## config.mk

```make
export PLATFORM = sky130hd
export DESIGN_NAME = demux_2powern_hs
export DESIGN_NICKNAME = d
export VERILOG_FILES = /design/src/rtl/demux_2powern_hs_pkg.sv /design/src/rtl/demux_2powern_hs_chan_buf.sv /design/src/rtl/demux_2powern_hs.sv
export SDC_FILE = /design/constraint.sdc
export NUM_CORES = 1
export LEC_CHECK = 0
export CORE_ASPECT_RATIO = 1.75
export CORE_MARGIN = 2
export CORE_UTILIZATION = 44
export DETAILED_ROUTE_END_ITERATION = 7
export MAX_ROUTING_LAYER = met4
export PLACE_DENSITY = 0.79
export SLEW_MARGIN = 20
export SYNTH_ARGS = -nofsm -noshare
export SYNTH_HDL_FRONTEND = slang
export SYNTH_SLANG_ARGS = --single-unit
export TNS_END_PERCENT = 100
```

## constraint.sdc

```tcl
create_clock -name clk -period 2.8 [get_ports clk]
set_input_delay 0.84 -clock clk [delete_from_list [all_inputs] [get_ports clk]]
set_output_delay 0.84 -clock clk [all_outputs]
set_load 0.05 [all_outputs]
```

## src/rtl/demux_2powern_hs_pkg.sv

```systemverilog
// rtl/demux_2powern_hs_pkg.sv - shared constants and buffer state type for the MDR demux
package pkg_system_mdr;

    localparam int MDR_DEMUX_SEL  = 2;
    localparam int MDR_DDW        = 16;
    localparam int MDR_DROP_CNT_W = 8;

    typedef enum logic {
        BUF_EMPTY = 1'b0,
        BUF_FULL  = 1'b1
    } demux_buf_st_e;

endpackage

```

## src/rtl/demux_2powern_hs_chan_buf.sv

```systemverilog
// rtl/demux_2powern_hs_chan_buf.sv - one-entry valid/ready output buffer for one demux channel
module demux_chan_buf
    import pkg_system_mdr::*;
#(
    parameter int DDW = MDR_DDW
) (
    input  logic           clk,
    input  logic           rst,
    input  logic           i_load,
    input  logic [DDW-1:0] i_data,
    input  logic           i_ready,
    output logic           o_valid,
    output logic [DDW-1:0] o_data
);

    demux_buf_st_e  state_q, state_d;
    logic [DDW-1:0] data_q, data_d;
    logic           drain;

    // The top only raises i_load when this buffer is empty or draining this cycle.
    always_comb begin
        drain   = (state_q == BUF_FULL) && i_ready;
        state_d = state_q;
        data_d  = data_q;
        if (i_load) begin
            state_d = BUF_FULL;
            data_d  = i_data;
        end else if (drain) begin
            state_d = BUF_EMPTY;
        end
    end

    always_ff @(posedge clk or posedge rst) begin
        if (rst) begin
            state_q <= BUF_EMPTY;
            data_q  <= '0;
        end else begin
            state_q <= state_d;
            data_q  <= data_d;
        end
    end

    assign o_valid = (state_q == BUF_FULL);
    assign o_data  = data_q;

endmodule

```

## src/rtl/demux_2powern_hs.sv

```systemverilog
// rtl/demux_2powern_hs.sv - registered handshaked 1-to-NUM_CH demux with drop counter
// Optional broadcast input i_bcast is enabled by defining DEMUX_BROADCAST_EN.
module demux_2powern_hs
    import pkg_system_mdr::*;
#(
    parameter int MUX_SEL = MDR_DEMUX_SEL,
    parameter int DDW     = MDR_DDW,
    parameter int NUM_CH  = 2**MUX_SEL,
    parameter int CNT_W   = MDR_DROP_CNT_W
) (
    input  logic                           clk,
    input  logic                           rst,
    input  logic                           i_valid,
    input  logic [MUX_SEL-1:0]             i_sltr,
`ifdef DEMUX_BROADCAST_EN
    input  logic                           i_bcast,
`endif
    input  logic [DDW-1:0]                 i_bus,
    output logic                           o_ready,
    output logic [NUM_CH-1:0]              o_valid,
    output logic [NUM_CH-1:0][DDW-1:0]     o_buses,
    input  logic [NUM_CH-1:0]              i_ready,
    output logic                           o_err,
    output logic [CNT_W-1:0]               o_drop_cnt
);

    localparam int SEL_SPAN = 1 << MUX_SEL;

    logic [SEL_SPAN-1:0] chan_free;
    logic [NUM_CH-1:0]   load;
    logic                sel_legal;
    logic                bcast_req;
    logic                all_free;
    logic                accept;
    logic                drop;
    logic                err_q, err_d;
    logic [CNT_W-1:0]    cnt_q, cnt_d;

`ifdef DEMUX_BROADCAST_EN
    assign bcast_req = i_bcast;
`else
    assign bcast_req = 1'b0;
`endif

    // Selector slots beyond NUM_CH stay 0 so free lookup never indexes out of range.
    always_comb begin
        chan_free = '0;
        for (int k = 0; k < NUM_CH; k++) begin
            chan_free[k] = !o_valid[k] || i_ready[k];
        end
        all_free  = &chan_free[NUM_CH-1:0];
        sel_legal = int'(i_sltr) < NUM_CH;

        if (bcast_req) begin
            o_ready = all_free;
        end else if (sel_legal) begin
            o_ready = chan_free[i_sltr];
        end else begin
            o_ready = 1'b1;
        end

        accept = i_valid && o_ready;
        load   = '0;
        for (int k = 0; k < NUM_CH; k++) begin
            load[k] = accept && (bcast_req || (sel_legal && (i_sltr == MUX_SEL'(k))));
        end

        drop  = accept && !bcast_req && !sel_legal;
        err_d = drop;
        cnt_d = cnt_q;
        if (drop && (cnt_q != {CNT_W{1'b1}})) begin
            cnt_d = cnt_q + CNT_W'(1);
        end
    end

    always_ff @(posedge clk or posedge rst) begin
        if (rst) begin
            err_q <= 1'b0;
            cnt_q <= '0;
        end else begin
            err_q <= err_d;
            cnt_q <= cnt_d;
        end
    end

    assign o_err      = err_q;
    assign o_drop_cnt = cnt_q;

    for (genvar k = 0; k < NUM_CH; k++) begin : g_chan
        demux_chan_buf #(
            .DDW (DDW)
        ) u_buf (
            .clk     (clk),
            .rst     (rst),
            .i_load  (load[k]),
            .i_data  (i_bus),
            .i_ready (i_ready[k]),
            .o_valid (o_valid[k]),
            .o_data  (o_buses[k])
        );
    end

endmodule

```

* Word-level counts from Yosys, hierarchy flattened
Cells that the tools add are included.
** Word-level totals
- Bits in registers :: 68
- Input bits :: 25
** Cells by class
- Magnitude comparators :: 1
- Equality and inequality tests :: 3
- Mux-type cells :: 10
- Reductions and logical operators :: 22
** Operator list (count)
- $logic_and A1 B1 Y1 :: 9
- $mux W1 :: 9
- $reduce_bool A2 Y1 :: 4
- $eq A2 B2 Y1 const B :: 2
- $logic_not A1 Y1 :: 4
- $logic_or A1 B1 Y1 :: 4
- $lt A2 B3 Y1 const B :: 1
- $bmux W1 S2 :: 1
- $eq A2 B1 Y1 const B :: 1
- $logic_not A2 Y1 :: 1

* Depth between registers and ports, before layout
Gate-level depths: netlist of run 1.
- Depth in word-level cells :: 7
- Mapped depth :: 5
- Depth with buffers taken out :: 3

* By module
A second synthesis of run 1 with hierarchy kept.
** Unflattened totals
- Cells, all modules :: 171
- Area, all modules :: 2920.3 um2
** Modules (own cells, without submodules)
- demux_chan_buf :: times used 4, cells an instance 38, area each 686.9 um2, seq. area each 425.4 um2
- demux_2powern_hs :: times used 1, cells an instance 19, area each 172.7 um2, seq. area each 0.0 um2

* Worst setup path before layout of run 1
Ideal clock, no wire load.
- Path type :: input to output
- From :: in i_ready[0]
- To :: out o_ready
- Arrival time :: 1.773 ns
- Data required time :: 1.960 ns
- Path slack :: 0.187 ns
- Stages :: 2
- Buffers on the path :: 0
- Cells stage by stage :: nand2b_1 > mux4_1
** Between the ends
- Longest elaborated chain between the ends :: 3
** Ends and longest elaborated chain
- start, declared :: RTL line demux_2powern_hs.sv:22 : input logic [NUM_CH-1:0] i_ready,
- $logic_or A1 B1 Y1 :: RTL line demux_2powern_hs.sv:49 : chan_free[k] = !o_valid[k] || i_ready[k];
- $bmux W1 S2 :: RTL line demux_2powern_hs.sv:57 : o_ready = chan_free[i_sltr];
- $mux W1 (implied by the code) :: RTL line demux_2powern_hs.sv:57
- end, declared :: RTL line demux_2powern_hs.sv:19 : output logic o_ready,
No other way between the ends. The select of a mux whose other input is x is not followed.

* Worst setup path in the final report of run 1
- From :: in i_ready[3]
- To :: out o_ready
Same word-level chain as after synthesis.

==> impl_metrics.ini, run 1 <==
[logic_synthesis]
synth_area_mm2 = 0.00283
synthCells = 170
yosysWarningCount = 0
seq_area_frac_synth_pct = 60.1
ys_types = 21
synth-seq-cells = 68
syn_avg_cell_area_um2 = 16.6

[global_route]
gr-total-overflow = 0
antenna_found_initial = 0
grt.total_usage_pct = 18.3
busiest_layer = met2
use_met1_pct = 21.8
grt_max_degree = 37
grt_pass1_vias = 1802
use_met2_pct = 29.8
grt_pass1_wl_mm = 9.32
grtUsageMet3_pct = 4.47

[timing]
setup_slack_ns = 0.0933
final_max_slew_viol_count = 0
fmax_mhz = 369
worstMarginPinSlew_ns = 0.533
finalCritPeriodShare_pct = 96.7
setup_tns_ns = 0
fin_skew_ns = 0.00275
hold_viol = 0
fin_crit_ns = 2.71
relSlewSlack_pct = 64.3
setup_violations = 0
holdWs_ns = 0.495
rsz0062_at_grt = false

[clock_tree]
numClockSinks = 68
cts_tree = yes
clk_pin_slew_ns = 0.06
clkLatencyLatePin_ns = 0.32
numCtsBuffers = 9
ctsRootBufferMaster = clkbuf_8
htree_levels = 3
clk_path_buf_depth = 2

[layout]
fin_nets = 304
nFillCells = 456
num_antenna_cells = 0
layout-drive-gt1-share_pct = 35.2
layout_commonest_cell = clkdlybuf4s50_1
syn_to_final_growth_pct = 42.4
final_cell_mix = 87 x clkdlybuf4s50_1, 68 x dfrtp_1, 40 x mux2_2

[routing]
drt_iter0_markers = 67
via_per_inst = 4.63
via_count = 1684
firstDrtPassIters = 3
drcViolationCount = 0
final_antenna_net_count = 0
wl_mm = 5.79
wl_per_cell_um = 15.9

[power]
p_leak_nw = 1.78
seqPwrFrac_pct = 37.1
intPower_mw = 2.09
switching_share_pct = 39.9
ir_drop_mv = 0.523
clkPwrFrac_pct = 19.3
power.density_mw_per_mm2 = 863
p_sw_mw = 1.39
pwr-share-comb_pct = 43.6

[floorplanning]
initial_core_util_pct = 45.4
die_height_um = 110
dieArea_mm2 = 0.00711
fp-row-count = 38
fp.dieW_um = 64.6
core_mm2 = 0.00623
num_io_pins = 103

[run_status]
status = finished, final reports clean

[placement]
gp_congestion = 0.730
pre_cts_ws_ns = -0.142
port_buffers = 93
hpwl_mm = 4.31

[worst_setup_path]
regToRegSetupSlack_ns = 1.26
slowest_delay_ns = 0.49
cp.arrival_ns = 1.87
critPathRequiredTime_ns = 1.96
r2r_start = g_chan[1].u_buf.o_valid
critPathBufInv = 2
setup.worst_path.class = primary input to output pin
reg2reg_depth = 6
critPathSlowestCell = mux4_2
critical_path.top_delay_family = multiplexers
worstReg2RegEnd = g_chan[1].u_buf.o_data[15]
worst_setup_path_start_kind = primary input
crit_fanout = 3
crit_path_end_kind = output pin
crit_start = i_ready[3]
path_cells = dlygate4sd2_1 -> nand2b_4 -> mux4_2 -> buf_8

[worst_hold_path]
whs_path_depth = 1
min_from = g_chan[0].u_buf.o_data[15]
hold_path_class = flop to flop
min_to = g_chan[0].u_buf.o_data[15]

[job]
maxCapViolCount = 0
-- per-stage QoR --
step,utilization [%],cell area (um^2),std cells,power [mW]
after global placement,61.4,3830,346,2.81
after detailed placement,61.4,3830,346,2.83
final,64.7,4030,364,3.48
after global routing,64.7,4030,364,3.63
after CTS,64.7,4030,364,3.52
after floorplan,-,2860,178,2.32
-- sequential cells by signal (all words and copies together) (netlist names) --
signal                flops
g_chan.u_buf.o_data      64
g_chan.u_buf.o_valid      4
-- repair_timing --
action,in CTS,in global routing
setup endpoints to repair,1,0
gates resized for setup,12,0
setup buffers,2,0
hold buffers,0,0
-- cell families after synthesis --
logic type | share of synthesized area (%)
buffers and inverters | 6.59
and+or+nand+nor | 3.93
muxes | 29.0
AOI/OAI and AO/OA | 0.177
other | 0.132
DFF | 60.1
-- synth_stat cells --
cell type | number | area share [%]
o21ai_0 | 1 | 0.18
and3_1 | 1 | 0.22
nand2_1 | 4 | 0.53
nand2_2 | 1 | 0.22
nand2b_1 | 4 | 0.88
buf_8 | 1 | 0.53
inv_1 | 1 | 0.13
buf_6 | 2 | 0.80
mux4_1 | 1 | 0.93
dfrtp_1 | 68 | 60
nor2b_1 | 1 | 0.22
conb_1 | 1 | 0.13
mux2_2 | 40 | 16
nor3b_4 | 1 | 0.66
nand3_1 | 1 | 0.18
nor2b_2 | 1 | 0.31
mux2_1 | 4 | 1.6
buf_12 | 2 | 1.4
nand3b_4 | 1 | 0.71
buf_4 | 14 | 3.7
mux2_4 | 20 | 11
-- worst max path at each step --
| stage | to | cells past startpoint | slack (ns) |
|---|---|---|---|
| 6_report | o_ready | 4 | 0.09 |
| 5_1_grt | o_ready | 4 | 0.07 |
| 4_1_cts | o_ready | 4 | 0.09 |
| 3_5_place_dp | o_ready | 4 | -0.14 |
| 3_3_place_gp | o_ready | 4 | -0.14 |
| 2_1_floorplan | o_ready | 2 | 0.19 |
-- layout make-up --
class                           count  area, um^2  area share (%)
Clock buffer                       14         153            3.79
Clock inverter                      2        10.0           0.248
Inverter                            1        3.75          0.0931
Multi-Input combinational cell     90        1000            24.8
Sequential cell                    68        1700            42.2
Tap cell                           80         100            2.48
Timing Repair Buffer              109        1060            26.4
-- power groups by stage --
| stage | Clock (mW) | Sequential, mW | Combinational (mW) |
|---|---|---|---|
| 3_3_place_gp | 0 | 1.30 | 1.51 |
| 2_1_floorplan | 0 | 1.99 | 0.324 |
| 6_report | 0.672 | 1.29 | 1.52 |
| 5_1_grt | 0.745 | 1.32 | 1.57 |
| 3_5_place_dp | 0 | 1.31 | 1.52 |
| 4_1_cts | 0.697 | 1.29 | 1.53 |
-- per-layer routing --
metal	vias up	part of all wire [%]	wire length, um
met1	825	41	2380
met2	71	53	3090
met3	6	4.4	256
li1	782	-	-
met5	-	0	0
met4	0	1.2	67
No activity file was read; power rests on OpenSTA's default activity.
==> run 2: changes to the inputs <==
- CELL_PAD_IN_SITES_DETAIL_PLACEMENT: not set -> 1
- CELL_PAD_IN_SITES_GLOBAL_PLACEMENT: not set -> 1
- CORE_UTILIZATION: 44 -> 36
- PLACE_DENSITY: 0.79 -> not set
- PLACE_DENSITY_LB_ADDON: not set -> 0.1
==> run 2 against run 1 <==
Largest cell class unchanged. Critical endpoint unchanged. Hold slack worse by 0.011 ns. Cell count is 1.4% higher. Sequential power hardly changed. Wire length is 11% higher.
==> impl_metrics.ini, run 2 (same netlist as run 1, synthesis figures left out) <==
[timing]
hold_viol = 0
setup_violations = 0
fmax_mhz = 369
fin_skew_ns = 0.00363
fin_crit_ns = 2.71
setup_tns_ns = 0
relSlewSlack_pct = 63.9
final_max_slew_viol_count = 0
rsz0062_at_grt = false
finalCritPeriodShare_pct = 96.7
worstMarginPinSlew_ns = 0.540

[run_status]
status = finished, final reports clean

[power]
pwr-share-comb_pct = 37.4
seqPwrFrac_pct = 31.8
power.density_mw_per_mm2 = 965
p_sw_mw = 1.47
ir_drop_mv = 0.539
power.total_mw = 4.07
clkPwrFrac_pct = 30.8
intPower_mw = 2.60
p_leak_nw = 1.86
switching_share_pct = 36.1

[worst_setup_path]
critical_path.top_delay_family = multiplexers
critPathRequiredTime_ns = 1.96
critPathBufInv = 2
slowest_delay_ns = 0.47
cp.arrival_ns = 1.87
crit_fanout = 2
worst_setup_path_start_kind = primary input
crit_path_end_kind = output pin
critPathSlowestCell = mux4_2
setup.worst_path.class = primary input to output pin
path_cells = dlygate4sd2_1 -> nand2b_4 -> mux4_2 -> buf_8

[floorplanning]
initial_core_util_pct = 37.1
dieArea_mm2 = 0.00861
num_io_pins = 103
die_height_um = 121
fp.dieW_um = 71.0
fp-row-count = 42
core_mm2 = 0.00762

[clock_tree]
ctsRootBufferMaster = clkbuf_16
numClockSinks = 68
numCtsBuffers = 9
clk_pin_slew_ns = 0.05
clk_path_buf_depth = 2
hold_buffers = 0
htree_levels = 3
cts_tree = yes
clkLatencyLatePin_ns = 0.32

[global_route]
gr-total-overflow = 0
grt.total_usage_pct = 16.5
grt_pass1_wl_mm = 10.4
grt_max_degree = 69
antenna_found_initial = 0
busiest_layer = met2
grtUsageMet3_pct = 4.07
use_met2_pct = 28.1
use_met1_pct = 18.4
grt_pass1_vias = 1966

[placement]
gp_congestion = 0.699
hpwl_mm = 4.43
port_buffers = 93

[routing]
wl_per_cell_um = 17.3
final_antenna_net_count = 0
via_count = 1724
drcViolationCount = 0
wl_mm = 6.40
firstDrtPassIters = 3
drt_iter0_markers = 31
via_per_inst = 4.67

[layout]
nFillCells = 762
layout_commonest_cell = clkdlybuf4s50_1
largest_register_ffs = 64
syn_to_final_growth_pct = 49.0
fin_nets = 301
num_antenna_cells = 0
utilization_pct = 55.4
final_cell_mix = 87 x clkdlybuf4s50_1, 68 x dfrtp_1, 40 x mux2_2
layout-drive-gt1-share_pct = 35.9

[worst_hold_path]
hold_path_class = flop to flop

[job]
maxCapViolCount = 0
==> run 2: what timing repair did <==
item	in CTS	in global routing
endpoints found under the setup margin	1	0
gates resized for setup	12	0
setup buffers	1	0
==> run 2: area by class of cell <==
cell class	instances	area (um^2)	share of cell area, %
Sequential cell	68	1700	40.3
Timing Repair Buffer	106	1060	25.2
Multi-Input combinational cell	90	1000	23.7
Clock buffer	12	267	6.32
Tap cell	88	110	2.61
Clock inverter	4	70.1	1.66
Inverter	1	3.75	0.0890
==> run 2: layer usage <==
| layer | share of wire, % | vias to the layer above |
|---|---|---|
| li1 | - | 779 |
| met1 | 38 | 876 |
| met2 | 55 | 60 |
| met3 | 4.5 | 9 |
| met4 | 1.9 | 0 |
| met5 | 0 | - |
==> run 2: through the flow <==
step | instance area [um^2] | hold WS, ns | setup slack, ns | std cells
floorplan | 2860 | 0.472 | 0.187 | 178
detailed placement | 3850 | 0.478 | -0.156 | 352
global placement | 3850 | 0.469 | -0.169 | 352
finish | 4220 | 0.484 | 0.0934 | 369
CTS | 4220 | 0.490 | 0.0916 | 369
global route | 4220 | 0.510 | 0.0549 | 369
==> run 2: final timing paths <==
| kind | start | endpoint | slack [ns] | depth (start not counted) |
|---|---|---|---|---|
| worst max-delay path | i_ready[0] | o_ready | 0.09 | 4 |
| worst min-delay path | g_chan[3].u_buf.o_data[0] | g_chan[3].u_buf.o_data[0] | 0.48 | 1 |
| worst max register to register | g_chan[0].u_buf.o_valid | g_chan[0].u_buf.o_data[14] | 1.30 | 5 |
| worst min register to register | g_chan[3].u_buf.o_data[0] | g_chan[3].u_buf.o_data[0] | 0.48 | 1 |
| max in group asynchronous | rst | g_chan[2].u_buf.o_data[5] | 1.60 | 3 |
| min in group asynchronous | rst | g_chan[2].u_buf.o_valid | 0.91 | 3 |
==> run 2: power by group through the flow <==
stage	clock network, mW	registers (mW)	logic, mW
after floorplan	0	1.99	0.324
after global placement	0	1.30	1.52
after detailed placement	0	1.31	1.53
after CTS	1.29	1.30	1.54
after global routing	1.32	1.32	1.58
final	1.25	1.29	1.52
==> run 3: changes to the inputs <==
- CAP_MARGIN: not set -> 10
- GPL_ROUTABILITY_DRIVEN: not set -> 1
==> results of run 3 <==
Same layout as run 2: the final DEF is identical, and so are final timing and power.
